## config.mk

```make
export PLATFORM = sky130hd
export DESIGN_NAME = iiitb_cg_ctrl_flat
export DESIGN_NICKNAME = d
export VERILOG_FILES = /design/src/rtl/iiitb_cg_ctrl_if.sv /design/src/rtl/iiitb_cg_ctrl.sv /design/src/flat_wrapper.sv
export SDC_FILE = /design/constraint.sdc
export NUM_CORES = 1
export LEC_CHECK = 0
export ABC_AREA = 1
export CAP_MARGIN = 25
export CORE_UTILIZATION = 40
export CTS_CLUSTER_SIZE = 20
export DETAILED_ROUTE_END_ITERATION = 8
export PLACE_DENSITY = 0.58
export REMOVE_ABC_BUFFERS = 1
export SLEW_MARGIN = 20
export SYNTH_ARGS = -nofsm -noshare
export SYNTH_HDL_FRONTEND = slang
export SYNTH_SLANG_ARGS = --single-unit
```

## constraint.sdc

```tcl
create_clock -name clk -period 1.98 [get_ports clk]
set_input_delay 0.396 -clock clk [delete_from_list [all_inputs] [get_ports clk]]
set_output_delay 0.396 -clock clk [all_outputs]
set_load 0.005 [all_outputs]
```

## src/rtl/iiitb_cg_ctrl_if.sv

```systemverilog
`default_nettype none
// +------------------------------------------------------------------+
// | iiitb_cg_ctrl_if : upstream handshake / ICG enable bundle  Rev 1.0 |
// +------------------------------------------------------------------+
interface iiitb_cg_ctrl_if;
  logic        req;
  logic        force_on;
  logic        cg_en;
  logic        ready;
  logic        gated;
  logic [15:0] gate_count;

  modport master (
    output req,
    output force_on,
    input  cg_en,
    input  ready,
    input  gated,
    input  gate_count
  );

  modport slave (
    input  req,
    input  force_on,
    output cg_en,
    output ready,
    output gated,
    output gate_count
  );
endinterface
`default_nettype wire

```

## src/rtl/iiitb_cg_ctrl.sv

```systemverilog
`default_nettype none
// +------------------------------------------------------------------+
// | iiitb_cg_ctrl : idle-timeout clock-gate enable controller  Rev 1.0 |
// +------------------------------------------------------------------+
module iiitb_cg_ctrl #(
  parameter int IDLE_CYCLES = 8,
  parameter int WAKE_CYCLES = 2,
  parameter int CNT_W       = 8
) (
  input  wire logic         clk,
  input  wire logic         rst,
  iiitb_cg_ctrl_if.slave    bus
);

  typedef enum logic [1:0] {
    ST_ACTIVE = 2'd0,
    ST_GATED  = 2'd1,
    ST_WAKE   = 2'd2
  } state_e;

  localparam logic [CNT_W-1:0] C_IDLE_LAST = CNT_W'(IDLE_CYCLES - 1);
  localparam logic [CNT_W-1:0] C_WAKE_INIT = CNT_W'(WAKE_CYCLES - 1);
  localparam logic [15:0]      C_GC_MAX    = 16'hFFFF;

  state_e            state_q, state_d;
  logic [CNT_W-1:0]  idle_cnt_q, idle_cnt_d;
  logic [CNT_W-1:0]  wake_cnt_q, wake_cnt_d;
  logic [15:0]       gate_count_q, gate_count_d;
  logic              cg_en_q, cg_en_d;
  logic              ready_q, ready_d;
  logic              gated_q, gated_d;
  logic              act;

  assign act = bus.req | bus.force_on;

  always_comb begin
    state_d      = state_q;
    idle_cnt_d   = idle_cnt_q;
    wake_cnt_d   = wake_cnt_q;
    gate_count_d = gate_count_q;

    case (state_q)
      ST_ACTIVE: begin
        if (act) begin
          idle_cnt_d = '0;
        end else if (idle_cnt_q == C_IDLE_LAST) begin
          state_d    = ST_GATED;
          idle_cnt_d = '0;
          if (gate_count_q != C_GC_MAX) begin
            gate_count_d = gate_count_q + 16'd1;
          end
        end else begin
          idle_cnt_d = idle_cnt_q + CNT_W'(1);
        end
      end
      ST_GATED: begin
        if (act) begin
          state_d    = ST_WAKE;
          wake_cnt_d = C_WAKE_INIT;
        end
      end
      ST_WAKE: begin
        // Wake always runs to completion so the gated domain gets its full settle time.
        if (wake_cnt_q == '0) begin
          state_d    = ST_ACTIVE;
          idle_cnt_d = '0;
        end else begin
          wake_cnt_d = wake_cnt_q - CNT_W'(1);
        end
      end
      default: state_d = ST_ACTIVE;
    endcase

    // Outputs are decoded from the next state so they register alongside it.
    cg_en_d = (state_d != ST_GATED);
    ready_d = (state_d == ST_ACTIVE);
    gated_d = (state_d == ST_GATED);
  end

  always_ff @(posedge clk) begin
    if (rst) begin
      state_q      <= ST_ACTIVE;
      idle_cnt_q   <= '0;
      wake_cnt_q   <= '0;
      gate_count_q <= '0;
      cg_en_q      <= 1'b1;
      ready_q      <= 1'b1;
      gated_q      <= 1'b0;
    end else begin
      state_q      <= state_d;
      idle_cnt_q   <= idle_cnt_d;
      wake_cnt_q   <= wake_cnt_d;
      gate_count_q <= gate_count_d;
      cg_en_q      <= cg_en_d;
      ready_q      <= ready_d;
      gated_q      <= gated_d;
    end
  end

  assign bus.cg_en      = cg_en_q;
  assign bus.ready      = ready_q;
  assign bus.gated      = gated_q;
  assign bus.gate_count = gate_count_q;

endmodule
`default_nettype wire

```

## src/flat_wrapper.sv

```systemverilog
// flat-port wrapper written by rule: the top's interface ports become plain ports
module iiitb_cg_ctrl_flat 
#(
  parameter int IDLE_CYCLES = 8,
  parameter int WAKE_CYCLES = 2,
  parameter int CNT_W       = 8
)
  (clk, rst, bus_req, bus_force_on, bus_cg_en, bus_ready, bus_gated, bus_gate_count);
  iiitb_cg_ctrl_if bus_i ();
  input  wire logic clk;
  input  wire logic rst;
  input wire logic [$bits(bus_i.req)-1:0] bus_req;
  input wire logic [$bits(bus_i.force_on)-1:0] bus_force_on;
  output wire logic [$bits(bus_i.cg_en)-1:0] bus_cg_en;
  output wire logic [$bits(bus_i.ready)-1:0] bus_ready;
  output wire logic [$bits(bus_i.gated)-1:0] bus_gated;
  output wire logic [$bits(bus_i.gate_count)-1:0] bus_gate_count;
  assign bus_i.req = bus_req;
  assign bus_i.force_on = bus_force_on;
  assign bus_cg_en = bus_i.cg_en;
  assign bus_ready = bus_i.ready;
  assign bus_gated = bus_i.gated;
  assign bus_gate_count = bus_i.gate_count;
  iiitb_cg_ctrl #(.IDLE_CYCLES(IDLE_CYCLES), .WAKE_CYCLES(WAKE_CYCLES), .CNT_W(CNT_W)) u_core (.clk(clk), .rst(rst), .bus(bus_i));
endmodule
```

==> results of run 1 <==
[power by group]
part | switching, uW | internal, uW | leakage (uW)
clock network | 283 | 410 | 0.0000574
registers | 1.64 | 745 | 0.000298
logic | 26.3 | 15.9 | 0.000702
[path summary, 6_finish.rpt]
check,endpoint,start,cells after the start,slack (ns)
max,u_core.idle_cnt_q[3],u_core.state_q[0],7,0.21
max reg2reg,u_core.idle_cnt_q[3],u_core.state_q[0],7,0.21
min reg2reg,u_core.idle_cnt_q[1],u_core.idle_cnt_q[1],2,0.48
min,u_core.idle_cnt_q[1],u_core.idle_cnt_q[1],2,0.48
[per-stage QoR]
step / total power, uW / util (%) / cells
after global routing: 1550 / 49.6 / 448
after detailed placement: 807 / 47.4 / 440
after global placement: 807 / 47.4 / 440
after CTS: 1500 / 49.6 / 448
final: 1480 / 49.6 / 448
after floorplan: 781 / - / 338
[layer usage]
metal  global-route usage [%]  share of wire, %
met5                        0                 0
met4                     6.23               1.1
met3                     3.88               2.7
met1                     26.2                54
met2                     25.9                42
[layout make-up]
type	instances	share of cell area (%)
clock inverter	2	1.38
multi-input combinational	256	48.7
clock buffer	6	3.03
timing repair buffer	30	10.3
inverter	45	6.19
sequential	37	27.1
tap	72	3.30
[kinds of logic after synthesis]
kind of cell             Yosys count
AND/OR/NAND/NOR                  188
AO/OA/AOI/OAI                     55
buffers and inverters             52
flip-flops                        37
adder cells (fa/ha/maj)            8
XOR/XNOR                           5
[critical path, cell delays in order, from the launching register on]
cell     delay, ns
dfxtp_1       0.38
inv_1         0.10
ha_1          0.31
nor2_1        0.28
nand2_1       0.10
nor2_2        0.27
nand3_1       0.12
a21oi_1       0.15
[Yosys cell counts, drive strengths merged]
library cell / instances
buf: 2
xor2: 3
clkbuf: 5
nor3: 3
ha: 8
nand4: 9
o21ai: 27
a21oi: 28
dfxtp: 37
xnor2: 2
nand3: 24
nor2: 60
inv: 45
nand2: 92
[flip-flops by register name, indices dropped and copies added, names as in the netlist]
signal / cells
u_core.wake_cnt_q: 8
u_core.bus.cg_en: 1
u_core.bus.gate_count: 16
u_core.bus.gated: 1
u_core.state_q: 2
u_core.bus.ready: 1
u_core.idle_cnt_q: 8
==> reports/results.txt, run 1 <==
clk slew on worst S/H paths: 0.07 ns
largest net degree at the start of global routing: 20
Port Buf Inserts: 22
Worst Path Required: 2.21 ns
post-cts resize count: 0
cell area after layout: 2730 sq um
xor/xnor share of the synthesized area: 1.91%
DR iter-0 viols: 109
FMAX: 0.565 GHz
Syn Area/Cell: 6.64 sq um
final WL: 5030 um
Post-Syn Area: 2290 sq um
CTS tree: done
Synth Area in Simple Gates: 38.3%
post-synthesis sequential area ratio: 32.3%
final setup fails: 0
first-pass GRT wire length: 8650 um
LEAKAGE: 0.00106 uW
Antenna Cells: 0
fin crit share: 89.4%
pwr/cell area: 543 nW/um^2
startpoint type of the worst setup path: register
skew final: 0.00753 ns
total grt overflow: 0
total track usage: 18.0%
Die ar.: 6030 sq um
status: complete, no violations
layout cell share with drive strength beyond 1: 13.0%
area share of the largest cell type after synthesis: 32.3%
most common cell after layout, fill and taps aside: nand2_1
minimum clock period: 1.77 ns
Slew headroom: 77.4%
multi-input logic area: 1330 sq um
setup TNS: 0 ns
filler cell count: 553
main combinational cell family by area after synthesis: simple AND/OR/NAND/NOR gates
row cnt: 27
HPWL Detailed: 3710 um
dpl cell area: 2610 sq um
Post-Synth Adder-Cell Area: 4.37%
pre-CTS setup slack: 0.0507 ns
critical path class: reg2reg
Max VDD drop: 0.333 mV
clk sink count: 37
deepest clock path buffer count: 2
post-CTS setup buffers: 0
flop and latch count out of synthesis: 37
CTS root buf: clkbuf_8
Max Cap Viol: 0
IO Pins: 23
vias in the first global route: 1838
die span in x: 77.7 um
worst min-delay path class: reg2reg
Worst EP arrival: 2.00 ns
Mapped Cells: 345
via count: 2126
Die Ht: 77.7 um
Max H-tree Level: 2
Ys Warns: 0
CP Capture Type: register
commonest cells after routing, fill and taps aside: nand2_1 (80), nor2_1 (52), inv_1 (43), dfxtp_1 (37)
remaining design rule violation count: 0
register area: 741 sq um
Crit Path Max Fanout: 8
top area cells in the synthesized netlist: dfxtp_1 (32%), nand2_1 (13%), nor2_1 (8.5%)
area leader, netlist: dfxtp_1
Compound-Gate Fraction of Synth Area: 13.5%
total CTS buffers: 5
worst setup margin: 0.209 ns
Clk Latency, worst-skew pair: 0.29 ns
Final nets: 387
worst hold slack: 0.481 ns
RSZ-0062 raised after global routing: false
hold buffer count at cts: 0
Vias/cell: 4.75
initial antenna violation count: 0
Least-Margin Pin Slew: 0.339 ns
number of distinct library cells after synthesis: 25
synthesis-to-finish area growth: 19.2%
Final ANT Viol Nets: 0
post-synthesis mux area share: 0%
Final Max Slew Viols: 0
first-pass iteration count of the detailed router: 4
Final GP Congestion: 0.839
core area: 5510 sq um
endpoints failing hold: 0
Initial Util: 41.6%
WL per Instance: 11.2 um
Power figures use the tool's default switching activity.
==> run 2, diff against run 1 <==
--- a/config.mk
+++ b/config.mk
@@ -7,10 +7,10 @@
 export LEC_CHECK = 0
 export ABC_AREA = 1
 export CAP_MARGIN = 25
-export CORE_UTILIZATION = 40
-export CTS_CLUSTER_SIZE = 20
+export CORE_UTILIZATION = 57
+export CTS_CLUSTER_SIZE = 30
 export DETAILED_ROUTE_END_ITERATION = 8
-export PLACE_DENSITY = 0.58
+export PLACE_DENSITY = 0.79
 export REMOVE_ABC_BUFFERS = 1
 export SLEW_MARGIN = 20
 export SYNTH_ARGS = -nofsm -noshare
==> reports/results.txt, run 2 (synthesis results as in run 1) <==
Max VDD drop: 0.408 mV (+22%)
WL per Instance: 12.3 um (+9.5%)
layout cell share with drive strength beyond 1: 13.9% (+0.92 points)
Final Max Slew Viols: 0 (unchanged)
most used cell, CP: nor2_8
Hold EP: u_core.idle_cnt_q[1]
startpoint type of the worst setup path: register
via count: 2241 (+5.4%)
Clk Latency, worst-skew pair: 0.29 ns (about the same)
core area: 3740 sq um (-32%)
FMAX: 0.556 GHz (-1.6%)
worst r2r src: u_core.bus.gate_count[0]
Antenna Cells: 0 (unchanged)
Crit-path slowest cell: dfxtp_1
Worst R2R End: u_core.bus.gate_count[1]
initial antenna violation count: 0 (unchanged)
skew final: 0.00742 ns (-0.000115 ns)
CTS root buf: clkbuf_8
max reg flops: 16 (unchanged)
row cnt: 22 (-19%)
critical path, cell by cell: ha_1 > nand3_1 > inv_2 > nand2_2 > nor2_8 > nor2_8 > o21ai_0 > nor2_1
filler cell count: 321 (-42%)
cell area after layout: 2730 sq um (+0.18%)
first-pass iteration count of the detailed router: 4 (unchanged)
dpl cell area: 2610 sq um (unchanged)
remaining design rule violation count: 0 (unchanged)
IO Pins: 23 (unchanged)
Die Ht: 65.4 um (-16%)
clk slew on worst S/H paths: 0.08 ns (about the same)
total grt overflow: 0 (unchanged)
CP Capture Type: register
total track usage: 27.0% (+9.0 points)
Power, Total: 1480 uW (-0.29%)
Final nets: 391 (+1.0%)
Port Buf Inserts: 22 (unchanged)
deepest clock path buffer count: 2 (unchanged)
hold buffer count at cts: 0 (unchanged)
Vias/cell: 5.24 (+10%)
Hold Crit Start: u_core.idle_cnt_q[1]
Worst Path Buf+Inv: 1 (unchanged)
most common cell after layout, fill and taps aside: nand2_1
status: complete, no violations
max incr delay on CP: 0.42 ns (+0.04 ns)
worst reg2reg path depth: 8 (+1)
worst min-delay path class: reg2reg
worst reg2reg setup slack: 0.18 ns (-0.03 ns)
minimum clock period: 1.80 ns (+0.0282 ns)
Initial Util: 61.2% (+20 points)
final WL: 5260 um (+4.6%)
Max Cap Viol: 0 (unchanged)
setup TNS: 0 ns (unchanged)
commonest cells after routing, fill and taps aside: nand2_1 (80), nor2_1 (52), inv_1 (43), dfxtp_1 (37)
Max H-tree Level: 2 (unchanged)
Worst Path Required: 2.16 ns (-0.05 ns)
endpoints failing hold: 0 (unchanged)
final setup fails: 0 (unchanged)
pwr/cell area: 541 nW/um^2 (-0.47%)
Die ar.: 4270 sq um (-29%)
synthesis-to-finish area growth: 19.4%
Crit Path Max Fanout: 19 (+11)
HPWL Detailed: 3910 um (+5.6%)
RSZ-0062 raised after global routing: false
fin crit share: 90.8% (+1.4 points)
total CTS buffers: 5 (unchanged)
DR iter-0 viols: 208 (+91%)
CP delay by family, top: simple AND/OR/NAND/NOR gates
die span in x: 65.4 um (-16%)
post-cts resize count: 0 (unchanged)
Final GP Congestion: 0.876 (+4.5%)
clk sink count: 37 (unchanged)
Final ANT Viol Nets: 0 (unchanged)
hold path depth: 2 (unchanged)
critical path class: reg2reg
first-pass GRT wire length: 8930 um (+3.3%)
LEAKAGE: 0.00108 uW (+2.1%)
Worst EP arrival: 1.98 ns (-0.02 ns)
CTS tree: done
vias in the first global route: 1938 (+5.4%)
Slew headroom: 77.8% (+0.42 points)
largest net degree at the start of global routing: 20 (unchanged)
post-CTS setup buffers: 0 (unchanged)
post-route insts no fill: 428 (-4.5%)
Least-Margin Pin Slew: 0.333 ns (-0.00627 ns)
Placed Cells: 420 (-4.5%)
run 2: power breakdown:
group / leakage (uW) / switching (uW) / total (uW) / internal (uW)
clock network: 0.0000574 / 277 / 686 / 410
registers: 0.000298 / 1.67 / 747 / 745
logic: 0.000724 / 26.8 / 44.5 / 17.7
run 2: metal layers:
layer	GRT usage [%]	up-vias	routed length, um
met5	0	-	0
met4	6.25	0	40
met3	4.86	6	292
met2	41.1	76	2320
met1	39.1	994	2610
li1	-	1165	-
run 2: tightest hold or removal path, stage by stage, from the launching register on:
cell,delay (ns)
dfxtp_1,0.33
nand2_1,0.06
a21oi_1,0.05
run 2: worst max path at each step:
stage	start	end	slack, ns	cells past startpoint
after floorplan	u_core.idle_cnt_q[0]	u_core.bus.gate_count[4]	0.43	8
after CTS	u_core.bus.gate_count[0]	u_core.bus.gate_count[1]	0.19	8
after global routing	u_core.bus.gate_count[0]	u_core.bus.gate_count[1]	0.03	8
final	u_core.bus.gate_count[0]	u_core.bus.gate_count[1]	0.18	8
after global placement	bus_req	u_core.bus.gate_count[2]	0.11	9
after detailed placement	bus_req	u_core.bus.gate_count[13]	0.05	8
run 2: area by class of cell:
| class | instances | area, sq um | area share, % |
|---|---|---|---|
| tap | 48 | 60.1 | 2.20 |
| timing repair buffer | 34 | 310 | 11.4 |
| inverter | 45 | 169 | 6.18 |
| multi-input combinational | 256 | 1330 | 48.8 |
| clock inverter | 2 | 37.5 | 1.37 |
| sequential | 37 | 741 | 27.1 |
| clock buffer | 6 | 82.6 | 3.02 |
run 2: stage by stage:
| step | setup WS, ns | util (%) | hold WS [ns] |
|---|---|---|---|
| 3_5_place_dp | 0.0463 | 69.7 | 0.477 |
| 5_1_grt | 0.0266 | 73.0 | 0.504 |
| 4_1_cts | 0.187 | 72.9 | 0.487 |
| 2_1_floorplan | 0.432 | - | 0.452 |
| 6_report | 0.181 | 73.0 | 0.483 |
| 3_3_place_gp | 0.111 | 69.7 | 0.471 |
